`src/rtl/object_pkg.sv`:
```
// Shared definitions for object_mover: FSM states, HitEdgeCode bit positions
// and the fixed-point scaling used for positions and speeds.
package object_pkg;

    typedef enum logic [2:0] {
        IDLE,
        BOUNCE,
        ACCEL,
        POSITION,
        OUTPUT
    } state_t;

    localparam int HIT_LEFT   = 3;
    localparam int HIT_TOP    = 2;
    localparam int HIT_RIGHT  = 1;
    localparam int HIT_BOTTOM = 0;

    localparam int FIXED_POINT_SHIFT = 6;

endpackage

```
`src/rtl/object_mover.sv`:
```
// Moves an on-screen object once per VGA frame: bounce off touched edges,
// apply gravity or a jump, integrate position, then publish pixel coordinates.
module object_mover
    import object_pkg::*;
#(
    parameter int INITIAL_X       = 280,
    parameter int INITIAL_Y       = 185,
    parameter int INITIAL_X_SPEED = 40,
    parameter int INITIAL_Y_SPEED = 20,
    parameter int Y_ACCEL         = 1,
    parameter int MAX_Y_SPEED     = 230,
    parameter int JUMP_SPEED      = 200
) (
    input  logic               clk,
    input  logic               resetN,
    input  logic               startOfFrame,
    input  logic               collision,
    input  logic [3:0]         HitEdgeCode,
    input  logic               jumpKey,
    output logic signed [10:0] topLeftX,
    output logic signed [10:0] topLeftY
);

    state_t state, next_state;

    logic signed [31:0] pos_x, pos_y;
    logic signed [31:0] speed_x, speed_y;
    logic [3:0]         hit_latch;
    logic               flip_x, flip_y;

    function automatic logic signed [31:0] sat_y_speed(input logic signed [31:0] v);
        if (v > MAX_Y_SPEED)
            return MAX_Y_SPEED;
        else if (v < -MAX_Y_SPEED)
            return -MAX_Y_SPEED;
        else
            return v;
    endfunction

    always_ff @(posedge clk or negedge resetN) begin
        if (!resetN)
            state <= IDLE;
        else
            state <= next_state;
    end

    always_comb begin
        next_state = state;
        case (state)
            IDLE:     if (startOfFrame) next_state = BOUNCE;
            BOUNCE:   next_state = ACCEL;
            ACCEL:    next_state = POSITION;
            POSITION: next_state = OUTPUT;
            OUTPUT:   next_state = IDLE;
            default:  next_state = IDLE;
        endcase
    end

    // A collision arriving while BOUNCE consumes the latch is kept for next frame.
    always_ff @(posedge clk or negedge resetN) begin
        if (!resetN)
            hit_latch <= 4'b0;
        else if (state == BOUNCE)
            hit_latch <= collision ? HitEdgeCode : 4'b0;
        else if (collision)
            hit_latch <= hit_latch | HitEdgeCode;
    end

    always_comb begin
        flip_x = (hit_latch[HIT_LEFT]  && (speed_x < 0)) ||
                 (hit_latch[HIT_RIGHT] && (speed_x > 0));
        flip_y = (hit_latch[HIT_TOP]    && (speed_y < 0)) ||
                 (hit_latch[HIT_BOTTOM] && (speed_y > 0));
    end

    always_ff @(posedge clk or negedge resetN) begin
        if (!resetN) begin
            pos_x    <= INITIAL_X * (1 << FIXED_POINT_SHIFT);
            pos_y    <= INITIAL_Y * (1 << FIXED_POINT_SHIFT);
            speed_x  <= INITIAL_X_SPEED;
            speed_y  <= INITIAL_Y_SPEED;
            topLeftX <= 11'(INITIAL_X);
            topLeftY <= 11'(INITIAL_Y);
        end else begin
            case (state)
                BOUNCE: begin
                    if (flip_x) speed_x <= -speed_x;
                    if (flip_y) speed_y <= -speed_y;
                end
                ACCEL: begin
                    speed_y <= jumpKey ? -JUMP_SPEED : sat_y_speed(speed_y + Y_ACCEL);
                end
                POSITION: begin
                    pos_x <= pos_x + speed_x;
                    pos_y <= pos_y + speed_y;
                end
                OUTPUT: begin
                    // Arithmetic shift floors toward -inf for negative positions.
                    topLeftX <= 11'(pos_x >>> FIXED_POINT_SHIFT);
                    topLeftY <= 11'(pos_y >>> FIXED_POINT_SHIFT);
                end
                default: ;
            endcase
        end
    end

endmodule

```
`config.mk`:
```
export PLATFORM = sky130hd
export DESIGN_NAME = object_mover
export DESIGN_NICKNAME = d
export VERILOG_FILES = /design/src/rtl/object_pkg.sv /design/src/rtl/object_mover.sv
export SDC_FILE = /design/constraint.sdc
export NUM_CORES = 1
export LEC_CHECK = 0
export CORE_MARGIN = 4
export CORE_UTILIZATION = 55
export CTS_CLUSTER_DIAMETER = 60
export DETAILED_ROUTE_END_ITERATION = 6
export HOLD_SLACK_MARGIN = 0.15
export PLACE_DENSITY_LB_ADDON = 0.2
export SYNTH_ARGS = -nofsm -noshare
export SYNTH_HDL_FRONTEND = slang
export SYNTH_SLANG_ARGS = --single-unit
export TNS_END_PERCENT = 100
```
`constraint.sdc`:
```
create_clock -name clk -period 12.4 [get_ports clk]
set_input_delay 1.86 -clock clk [delete_from_list [all_inputs] [get_ports clk]]
set_output_delay 1.86 -clock clk [all_outputs]
set_load 0.1 [all_outputs]
```
==> flow_summary.yaml <==
finish:
  fin_area_sq_um: 9300
  most-common-layout-cells: "101 x dfrtp_1, 88 x nand2_1, 76 x nor2_1, 76 x o21ai_0"
  drive_gt1_frac: 0.108
  layout.area.seq_sq_um: 3050
  nets: 994
  nFillCells: 1257
  fin_util: 0.633
  syn2layout_area_growth_pct: 11.5
  layout_commonest_cell: "dfrtp_1"
  final_cell_count_no_fill: 1145
  multi_input_area_sq_um: 4950
  antenna_cells: 0
global_routing:
  grt_pass1_wl_microns: 35200
  grt_max_degree: 73
  track_usage: 0.244
  grt_pass1_vias: 6865
  antenna_found_initial: 0
  grt-ovfl-total: 0
worst_setup_path:
  required_ns: 12.69
  path_class: "register to register"
  cpPeakStageDelay_ns: 0.91
  path_cells: "ha_1 -> nand4_1 -> nor4_1 -> buf_4 -> nand2_1 -> nor3_1 -> xnor2_1 -> nor4_1 -> nand4_1 -> ha_1 -> nor2_1 -> a221oi_1 -> a31oi_1 -> nor2_1"
  crit_arrival_ns: 5.44
  end_kind: "register"
  cpMaxStageDelayCell: "nor2_1"
  start_kind: "register"
  cp_max_fo: 16
yosys:
  synth_edf_count: 0
  synthMuxAreaShare: 0.0411
  ys_seq_area_frac: 0.366
  synthAdderAreaFrac: 0.0573
  synthXorXnorAreaFrac: 0.0892
  ys_ff_latch: 121
  synth_compound_area_frac: 0.199
  yosysWarningCount: 0
  async_flop_share: 1.00
  synth_top_family_by_area: "simple AND/OR/NAND/NOR gates"
  synthSimpleGateAreaFrac: 0.206
  syn_avg_cell_area_sq_um: 8.78
  ys_types: 74
  syn-num-nets: 997
  syn_area_sq_um: 8350
  synth_ff_type: "dfrtp_1"
  synth_cells: 951
pwr:
  p_comb_frac: 0.499
  power.density_nw_per_um2: 276
  cellLeakagePower_uw: 0.00397
  swShare: 0.472
  clkPwrFrac: 0.202
  p_sw_uw: 1210
  p_seq_frac: 0.299
  ir_worst_vdd_uv: 150
  internal_power_uw: 1360
route:
  final_antenna_net_count: 0
  drc_errors: 2
  drtIter0Drc: 659
  vias: 7222
  wire_per_inst_microns: 18.2
  drt_wl_total_microns: 20800
  first_pass_iters: 7
  avgViaCountPerCell: 6.31
clocking:
  cts_buffer_depth: 2
  htreeDepth: 4
  cts_tree: "built"
  root_buffer: "clkbuf_16"
  post_cts_resized: 0
  cts_setup_buffers: 0
  cts_num_sinks: 121
  ctsHoldBuffers: 0
  clk_pin_slew_ns: 0.06
  cts_buffers: 17
  insertion_delay_ns: 0.42
die:
  die_w_microns: 131
  initial_core_util: 0.568
  die_h_microns: 131
  core_sq_um: 14700
  pin_count: 31
  floorplan.rows: 44
  dieArea_sq_um: 17200
run_status:
  failed_checks: "DRC"
  status: "complete, but fails checks"
timing:
  finalSetupTns_ns: 0
  max_freq_mhz: 194
  post-route-period-util: 0.416
  setup_viol: 0
  worst_slew_pin_slew_ns: 1.16
  fin_crit_ns: 5.16
  relSlewSlack: 0.217
  rsz0062_at_grt: "no"
  fin_ws_ns: 7.24
  finalHoldViolCount: 0
  slew_violations: 0
  finClkSkew_ns: 0.0103
placement:
  dpl_cell_area_sq_um: 8690
  port_buffers: 30
  gp_congestion: 0.982
  dp_slack_ns: 7.36
  dp.cells: 1113
  dp_hpwl_microns: 14300
flow_run:
  drv_cap: 0
min_path:
  hp-class: "register to register"
[routing by layer]
layer / GRT usage / vias up / wire length (microns)
li1: - / 3467 / -
met1: 0.321 / 3451 / 8970
met2: 0.409 / 257 / 10200
met3: 0.0489 / 47 / 1190
met4: 0.0782 / 0 / 480
met5: 0 / - / 0
[cell type report]
cell class / count / area share
tap: 184 / 0.0247
multi-input combinational: 744 / 0.532
timing repair buffer: 38 / 0.0385
inverter: 26 / 0.0105
clock inverter: 13 / 0.0180
sequential: 121 / 0.328
clock buffer: 19 / 0.0476
[final timing paths]
| kind | cells after the start | slack (ns) | endpoint | start |
|---|---|---|---|---|
| setup / recovery | 14 | 7.24 | speed_y[17]$_DFFE_PN0P_ | speed_y[0]$_DFFE_PN0P_ |
| hold / removal | 0 | 0.41 | speed_x[3]$_DFFE_PN1P_ | speed_x[3]$_DFFE_PN1P_ |
| setup reg to reg | 14 | 7.24 | speed_y[17]$_DFFE_PN0P_ | speed_y[0]$_DFFE_PN0P_ |
| hold reg to reg | 0 | 0.41 | speed_x[3]$_DFFE_PN1P_ | speed_x[3]$_DFFE_PN1P_ |
| max in group asynchronous | 2 | 9.59 | speed_y[3]$_DFFE_PN0P_ | resetN |
| min in group asynchronous | 1 | 1.44 | topLeftX[9]$_DFFE_PN0N_ | resetN |
[state kept, by name, indices dropped and copies added (netlist names)]
name / flops
topLeftX: 11
speed_y: 32
pos_y: 17
topLeftY: 11
speed_x: 29
state: 3
pos_x: 14
hit_latch: 4
[power groups by stage]
stage,Clock (uW),Sequential [uW],Combinational (uW)
2_1_floorplan,0,801,952
3_3_place_gp,0,768,1240
3_5_place_dp,0,772,1260
4_1_cts,526,765,1270
5_1_grt,543,799,1420
6_report,520,769,1280
[cells by family after synthesis]
group                      Yosys count
AOI/OAI and AO/OA                  250
xor gates and xnor gates            85
adders and majority gates           37
buffers and inverters               86
DFF                                121
muxes                               31
other                                1
and+or+nand+nor                    340
[synth_stat cells, types with 4 or more instances]
cell       instances  area share
xnor2_1           47       0.049
o211ai_1           8      0.0072
a32oi_1            5      0.0052
o2111ai_1          4      0.0042
nand4_1           18       0.013
dfstp_2           20       0.063
nand2b_1           8      0.0060
xor2_1            38       0.040
a211oi_1           9      0.0081
a22oi_1            4      0.0036
or3_1             10      0.0075
and3_1            14       0.010
a22o_1             5      0.0052
nand3_1           37       0.022
ha_1              35       0.052
nor3_1            24       0.014
o31ai_1           15       0.013
o21ai_0           76       0.046
nor3b_1            8      0.0072
or4_1             11      0.0099
nand2_1           88       0.040
a31oi_1            8      0.0060
dfrtp_1          101        0.30
inv_1             26       0.012
mux2i_1            5      0.0060
a21oi_1           47       0.028
nor4_1            15       0.011
nor4b_1            5      0.0052
o21a_1             5      0.0045
and2_1             8      0.0060
clkbuf_1          52       0.023
nor2_1            76       0.034
a21o_1            13       0.012
o41ai_1            9      0.0094
a211o_1            6      0.0063
mux2_2            26       0.035
[worst max-delay path, delay by kind of cell, from the launching register on]
kind | cells | cell delay [ns]
fa+ha+maj | 2 | 0.99
buf+inv | 1 | 0.22
xor+xnor | 1 | 0.13
simple gates | 8 | 2.61
flops | 1 | 0.64
compound gates | 2 | 0.41
[per-stage QoR]
step                      hold WS, ns  total power [uW]
after floorplan                 0.434              1750
after global placement          0.401              2010
after detailed placement        0.403              2030
after CTS                       0.414              2560
after global routing            0.422              2770
final                           0.411              2570
Note: power is estimated with default switching activity, not from simulation.
